`config.mk`:
```
export PLATFORM = sky130hd
export DESIGN_NAME = two_output_demux_buf
export DESIGN_NICKNAME = d
export VERILOG_FILES = /design/src/rtl/two_output_demux_buf.sv
export SDC_FILE = /design/constraint.sdc
export NUM_CORES = 1
export LEC_CHECK = 0
export ABC_CLOCK_PERIOD_IN_PS = 2000
export CELL_PAD_IN_SITES_DETAIL_PLACEMENT = 1
export CELL_PAD_IN_SITES_GLOBAL_PLACEMENT = 1
export CORE_MARGIN = 2
export CORE_UTILIZATION = 37
export DETAILED_ROUTE_END_ITERATION = 10
export PLACE_DENSITY = 0.95
export SKIP_CTS_REPAIR_TIMING = 1
export SYNTH_ARGS = -nofsm -noshare
export SYNTH_HDL_FRONTEND = slang
export SYNTH_SLANG_ARGS = --single-unit
```
`constraint.sdc`:
```
create_clock -name clk -period 2 [get_ports clk]
set_input_delay 0.4 -clock clk [delete_from_list [all_inputs] [get_ports clk]]
set_output_delay 0.4 -clock clk [all_outputs]
set_load 0.02 [all_outputs]
```
`src/rtl/two_output_demux_buf.sv`:
```
// two_output_demux_buf
//   Registered 1-to-2 demultiplexer with valid/ready handshakes. One input word
//   goes to out1 (in_sel=0) or out2 (in_sel=1), each through its own one-entry
//   output register, so the two consumers can stall independently.
//   Each port also has a wrapping transfer counter for debug.
//
//   Port state table (identical for both ports):
//     state    | meaning
//     ST_EMPTY | register holds no word, outN_valid=0
//     ST_FULL  | register holds a word, outN_valid=1, data stable until drained
//
// Ports
//   clk, reset_n          clock, asynchronous active-low reset
//   in_data/in_sel        input word and destination (0 -> out1, 1 -> out2)
//   in_valid/in_ready     input handshake
//   outN_data/outN_valid  held word and full flag for port N
//   outN_ready            port N consumer accepts
//   clr_cnt               synchronous clear of both counters
//   cnt1/cnt2             completed handshakes per port (wrapping)
module two_output_demux_buf #(
  parameter int BUS_WIDTH = 8,
  parameter int CNT_WIDTH = 8
) (
  input  logic                 clk,
  input  logic                 reset_n,
  input  logic [BUS_WIDTH-1:0] in_data,
  input  logic                 in_sel,
  input  logic                 in_valid,
  output logic                 in_ready,
  output logic [BUS_WIDTH-1:0] out1_data,
  output logic                 out1_valid,
  input  logic                 out1_ready,
  output logic [BUS_WIDTH-1:0] out2_data,
  output logic                 out2_valid,
  input  logic                 out2_ready,
  input  logic                 clr_cnt,
  output logic [CNT_WIDTH-1:0] cnt1,
  output logic [CNT_WIDTH-1:0] cnt2
);

  localparam logic ST_EMPTY = 1'b0;
  localparam logic ST_FULL  = 1'b1;

  logic                 st1_q, st1_d;
  logic                 st2_q, st2_d;
  logic [BUS_WIDTH-1:0] data1_q, data1_d;
  logic [BUS_WIDTH-1:0] data2_q, data2_d;
  logic [CNT_WIDTH-1:0] cnt1_q, cnt1_d;
  logic [CNT_WIDTH-1:0] cnt2_q, cnt2_d;

  logic accept, acc1, acc2, fire1, fire2;

  // A port can take a word when it is empty or is draining this cycle.
  // Only the targeted port matters, so a stalled target blocks the input.
  assign in_ready = in_sel ? ((st2_q == ST_EMPTY) | out2_ready)
                           : ((st1_q == ST_EMPTY) | out1_ready);

  assign accept = in_valid & in_ready;
  assign acc1   = accept & ~in_sel;
  assign acc2   = accept & in_sel;
  assign fire1  = (st1_q == ST_FULL) & out1_ready;
  assign fire2  = (st2_q == ST_FULL) & out2_ready;

  always_comb begin
    st1_d   = st1_q;
    data1_d = data1_q;
    if (acc1) begin
      st1_d   = ST_FULL;
      data1_d = in_data;
    end else if (fire1) begin
      st1_d   = ST_EMPTY;
    end
  end

  always_comb begin
    st2_d   = st2_q;
    data2_d = data2_q;
    if (acc2) begin
      st2_d   = ST_FULL;
      data2_d = in_data;
    end else if (fire2) begin
      st2_d   = ST_EMPTY;
    end
  end

  // Clear takes priority over a same-cycle handshake.
  always_comb begin
    cnt1_d = cnt1_q;
    cnt2_d = cnt2_q;
    if (clr_cnt) begin
      cnt1_d = '0;
      cnt2_d = '0;
    end else begin
      if (fire1) cnt1_d = cnt1_q + CNT_WIDTH'(1);
      if (fire2) cnt2_d = cnt2_q + CNT_WIDTH'(1);
    end
  end

  always_ff @(posedge clk or negedge reset_n) begin
    if (!reset_n) begin
      st1_q   <= ST_EMPTY;
      st2_q   <= ST_EMPTY;
      data1_q <= '0;
      data2_q <= '0;
      cnt1_q  <= '0;
      cnt2_q  <= '0;
    end else begin
      st1_q   <= st1_d;
      st2_q   <= st2_d;
      data1_q <= data1_d;
      data2_q <= data2_d;
      cnt1_q  <= cnt1_d;
      cnt2_q  <= cnt2_d;
    end
  end

  assign out1_valid = (st1_q == ST_FULL);
  assign out2_valid = (st2_q == ST_FULL);
  assign out1_data  = data1_q;
  assign out2_data  = data2_q;
  assign cnt1       = cnt1_q;
  assign cnt2       = cnt2_q;

endmodule

```
==> run_results.csv, run 1 <==
group,metric,value,unit
outcome,status,"complete, no violations",
setup_path,cp_max_fo,3,
setup_path,cp.arrival,1.53,ns
timing,setup_viol,0,
grt,grt_pass1_vias,1376,
grt,grt_usage,21.6,%
route,wl_per_cell,18.4,um
synth,ys_seq_area_share,57.8,%
power_and_ir_drop,powerDensity,782,nW/um2
cts,cts.sinks,34,
finish,syn_to_final_growth,47.3,%
floorplan,die_area,4500,um2
placed_design,gp_routability_congestion,0.740,
route,dr.pass1.iters,6,
grt,grt_overflow,0,
setup_path,critical_path.max_stage_delay,0.44,ns
grt,antenna_found_initial,0,
synth,syn_inst,124,
timing,worst-slew-pin-transition,0.587,ns
placed_design,numPortBuffers,49,
route,vias,1260,
synth,yosysWarnings,0,
setup_path,crit_slowest_cell,"clkdlybuf4s50_1",
setup_path,crit_path_start_kind,"input port",
finish,layout_common_cells,"clkdlybuf4s50_1 (48), dfrtp_1 (34), mux2_2 (17)",
grt,grt_pass1_wl,7.09,mm
grt,grt_max_degree,35,
setup_path,startpoint,"out2_ready",
route,drtIter0Drc,75,
route,detail-route-antenna-nets,0,
grt,grtUsageMet3,6.59,%
grt,grtUsageMet1,24.9,%
finish,regArea,851,um2
route,drt_wl_total,4.30,mm
synth,netlist_area,1470,um2
finish,nets,203,
cts,cts-htree-levels,2,
timing,fmax,0.518,GHz
floorplan,die_h,67.1,um
synth,syn_avg_cell_area,11.9,um2
finish,multiInputGateArea,602,um2
setup_path,endpoint_kind,"output port",
timing,rsz0062_at_grt,"false",
timing,period_needed,1.93,ns
cts,cts_tree,"yes",
floorplan,top_level_ports,50,
cts,cts.clk_slew.worst_paths,0.06,ns
floorplan,core_area,3740,um2
synth,synth_fp_nets,141,
setup_path,crit_buf_inv,2,
finish,drive_above_1_share,18.3,%
power_and_ir_drop,p_leak,0.875,nW
worst_hold_path,timing.hold.worst.start,"out2_data[7]$_DFFE_PN0P_",
grt,grt_use_met2,38.5,%
cts,insertion_delay,0.28,ns
floorplan,start_util,39.3,%
timing,finalHoldViolCount,0,
setup_path,cp.required,1.60,ns
timing,slew_headroom,60.7,%
setup_path,worstPathCellList,"clkdlybuf4s50_1 -> nand2b_1 -> mux2_2 -> dlymetal6s2s_1",
route,viasPerCell,5.38,
synth,synth_cell_types,23,
placed_design,hpwlAfterDp,3.25,mm
power_and_ir_drop,ir_drop,0.612,mV
synth,yosys_register_bits,34,
finish,fill_cells,405,
timing,drv_slew,0,
timing,fin_skew,0.00613,ns
route,drc_errors,0,
power_and_ir_drop,finalPower,1.70,mW
worst_hold_path,hold_class,"flip-flop to flip-flop",
cts,root_buffer,"clkbuf_8",
setup_path,crit_family,"buffers and inverters",
finish,postLayoutCoreUtil,58.0,%
timing,fin_crit_sh,96.5,%
setup_path,critPathKind,"input port to output port",
cts,numCtsBuffers,5,
finish,diodes,0,
grt,top_usage_layer,"met2",
setup_path,r2r_start,"out1_valid$_DFFE_PN0P_",
floorplan,die_w,67.1,um
floorplan,rows,22,
finish,layout_commonest_cell,"clkdlybuf4s50_1",
flow_run,max_cap_violations,0,
cts,cts.path.max_buffers,2,
==> state kept, by name, summed over array words and instances, names as in the netlist <==
| signal | cells |
|---|---|
| out1_valid | 1 |
| out1_data | 8 |
| cnt2 | 8 |
| out2_valid | 1 |
| cnt1 | 8 |
| out2_data | 8 |
==> final timing paths <==
path / depth (start not counted) / slack (ns) / end
hold / removal: 1 / 0.52 / out2_data[7]$_DFFE_PN0P_
min in group asynchronous: 2 / 0.54 / out2_data[7]$_DFFE_PN0P_
setup reg to reg: 5 / 0.47 / out1_data[2]$_DFFE_PN0P_
max in group asynchronous: 2 / 1.16 / cnt1[4]$_DFFE_PN0P_
setup / recovery: 4 / 0.07 / in_ready
hold reg to reg: 1 / 0.52 / out2_data[7]$_DFFE_PN0P_
==> through the flow <==
step	setup TNS, ns	instance area, um2	std cells	hold slack, ns	worst slack, ns
5_1_grt	0	2170	234	0.524	0.0268
2_1_floorplan	0	1470	124	0.104	0.568
4_1_cts	-0.278	2170	234	0.521	-0.278
3_3_place_gp	-0.221	2090	227	0.491	-0.221
3_5_place_dp	-0.272	2090	227	0.501	-0.272
6_report	0	2170	234	0.516	0.0698
==> worst reg2reg max path: cells and delay by family, from the launching register on <==
kind                   cells  cell delay (ns)
multiplexers               1             0.35
buffers and inverters      2             0.28
AND/OR/NAND/NOR            2             0.35
flip-flops                 1             0.45
==> cell families after synthesis <==
kind of cell               synth area share (%)
AOI/OAI and AO/OA                          8.50
xor gates and xnor gates                   2.38
adders and majority gates                  1.70
buffers and inverters                      1.36
DFF                                        57.8
muxes                                      13.0
and+or+nand+nor                            15.3
==> synth_stat cells <==
master,instances,area [um2]
a21oi_1,12,60.1
and3_1,1,6.26
buf_2,1,5.00
clkbuf_1,2,7.51
dfrtp_1,34,851
ha_1,2,25.0
inv_1,2,7.51
mux2_2,17,191
nand2_1,7,26.3
nand2_2,1,6.26
nand2b_1,2,12.5
nand3_1,8,40.0
nand4_1,4,25.0
nor2_1,4,15.0
nor2b_1,1,6.26
nor3b_4,1,18.8
o21ai_0,7,35.0
o31ai_1,4,30.0
or3_1,5,31.3
or3_2,1,7.51
or4_1,4,30.0
xnor2_1,1,8.76
xor2_1,3,26.3
==> final cells by class <==
type,instances,area share (%)
Timing Repair Buffer,58,26.4
Clock buffer,7,3.52
Sequential cell,34,39.2
Multi-Input combinational cell,85,27.7
Inverter,2,0.346
Tap cell,48,2.77
==> per-layer routing <==
metal  up-vias  wire length (um)
met3         4               269
met2        48              2310
met4         0                36
li1        577                 -
met1       631              1690
met5         -                 0
==> power breakdown <==
| group | total (mW) | switching [mW] | leakage (nW) | internal (mW) |
|---|---|---|---|---|
| Combinational | 0.420 | 0.204 | 0.402 | 0.216 |
| Clock | 0.470 | 0.230 | 0.0383 | 0.240 |
| Sequential | 0.807 | 0.0514 | 0.435 | 0.756 |
Note: power is estimated with default switching activity, not from simulation.
==> run 2, diff against run 1 <==
CORE_MARGIN = 8   (was 2)
==> run 2 against run 1 <==
Clock power increased by 2%. Combinational power decreased by 1%. Final area decreased by 0.46%. Maximum frequency decreased by 1.4%. Clock skew decreased by 0.0029 ns. Via count decreased by 3.2%. Largest power group unchanged. Global-route usage decreased by 6.5 points. Critical path type unchanged. Critical endpoint unchanged.
==> run_results.csv, run 2 (synthesis gave the netlist of run 1 again) <==
group,metric,value,unit
outcome,status,"complete, no violations",
setup_path,endpoint_kind,"output port",
setup_path,cp.required,1.60,ns
route,viasPerCell,5.24,
setup_path,crit_path_start_kind,"input port",
grt,grt_usage,15.1,%
floorplan,top_level_ports,50,
power_and_ir_drop,swShare,29.2,%
power_and_ir_drop,powerDensity,786,nW/um2
timing,fin_crit_sh,97.9,%
placed_design,hpwlAfterDp,3.40,mm
power_and_ir_drop,p_leak,0.873,nW
placed_design,place_area,2070,um2
finish,layout_commonest_cell,"clkdlybuf4s50_1",
timing,period_needed,1.96,ns
floorplan,core_area,3910,um2
power_and_ir_drop,clock_power_share,28.3,%
finish,final_area,2160,um2
timing,worst-slew-pin-transition,0.608,ns
timing,fmax,0.511,GHz
flow_run,max_cap_violations,0,
timing,fin_ws,0.0416,ns
floorplan,start_util,37.6,%
placed_design,place_ws,-0.325,ns
power_and_ir_drop,ir_drop,0.521,mV
setup_path,critPathKind,"input port to output port",
route,detail-route-antenna-nets,0,
floorplan,rows,23,
placed_design,dp_cells,226,
finish,fin_cells,233,
timing,fin_hold_ws,0.517,ns
cts,insertion_delay,0.29,ns
route,drc_errors,0,
power_and_ir_drop,finalPower,1.70,mW
timing,rsz0062_at_grt,"false",
floorplan,die_w,79.1,um
setup_path,cp_max_fo,5,
timing,fin_setup_tns,0,ns
route,dr.pass1.iters,4,
route,wl_per_cell,18.8,um
grt,grt_overflow,0,
route,vias,1220,
power_and_ir_drop,p_int,1.20,mW
timing,slew_headroom,59.3,%
finish,diodes,0,
power_and_ir_drop,p_switching,0.496,mW
power_and_ir_drop,power_frac_seq,47.3,%
finish,syn_to_final_growth,46.6,%
timing,drv_slew,0,
grt,grt_max_degree,35,
grt,grt_pass1_vias,1416,
cts,cts.sinks,34,
timing,finalHoldViolCount,0,
cts,cts.clk_slew.worst_paths,0.07,ns
placed_design,gp_routability_congestion,0.767,
timing,fin_skew,0.00324,ns
cts,cts.path.max_buffers,2,
cts,cts_tree,"yes",
route,drt_wl_total,4.39,mm
grt,grt_pass1_wl,7.25,mm
setup_path,cp.arrival,1.56,ns
placed_design,numPortBuffers,49,
cts,numCtsBuffers,5,
floorplan,die_h,79.1,um
finish,postLayoutCoreUtil,55.2,%
finish,layout_common_cells,"clkdlybuf4s50_1 (48), dfrtp_1 (34), mux2_2 (17)",
route,drtIter0Drc,96,
cts,root_buffer,"clkbuf_8",
power_and_ir_drop,pwr-share-comb,24.4,%
floorplan,die_area,6260,um2
cts,cts-htree-levels,2,
finish,drive_above_1_share,18.6,%
grt,antenna_found_initial,0,
worst_hold_path,hold_class,"flip-flop to flip-flop",
timing,setup_viol,0,
finish,nets,200,
## run 2: changes by cell type in the layout (fill, tap and decap cells not counted)
| cell | previous run | this run |
|---|---|---|
| buf_4 | 8 | 5 |
| clkbuf_1 | 2 | 0 |
| clkinv_2 | 0 | 2 |
| nand2b_1 | 2 | 1 |
| nand2b_4 | 0 | 1 |
## run 2: layout make-up
type / instances / area [um2]
well taps: 50 / 62.6
multi-input cells: 85 / 609
inverters: 2 / 7.51
fillers: 433 / 1750
repair buffers: 55 / 551
flip-flops and latches: 34 / 851
clock inverters: 2 / 10.0
clock buffers: 5 / 68.8
## run 2: path summary, 6_finish.rpt
kind,cells after the start,endpoint,startpoint,slack [ns]
min in group asynchronous,2,out1_data[0]$_DFFE_PN0P_,reset_n,0.53
max,4,in_ready,out1_ready,0.04
min reg2reg,1,out1_data[0]$_DFFE_PN0P_,out1_data[0]$_DFFE_PN0P_,0.52
min,1,out1_data[0]$_DFFE_PN0P_,out1_data[0]$_DFFE_PN0P_,0.52
max reg2reg,3,cnt1[7]$_DFFE_PN0P_,out1_valid$_DFFE_PN0P_,0.46
max in group asynchronous,2,cnt1[0]$_DFFE_PN0P_,reset_n,1.15
## run 2: routing by layer
layer | up-vias | GRT usage, % | routed length [um]
met1 | 606 | 15.0 | 1650
met3 | 5 | 7.67 | 384
met2 | 41 | 25.8 | 2300
li1 | 568 | - | -
met4 | 0 | 6.67 | 59
met5 | - | 0 | 0
## run 2: power groups by stage
stage	registers, mW	clock network (mW)	logic (mW)
after floorplan	0.892	0	0.0925
after global placement	0.804	0	0.401
after detailed placement	0.815	0	0.417
after CTS	0.804	0.490	0.421
after global routing	0.811	0.520	0.440
final	0.803	0.481	0.414
## run 2: worst max-delay path, cell delays in order
cell and delay [ns]:
clkdlybuf4s50_1 0.50, nand2b_4 0.19, mux2_2 0.26, dlymetal6s2s_1 0.21
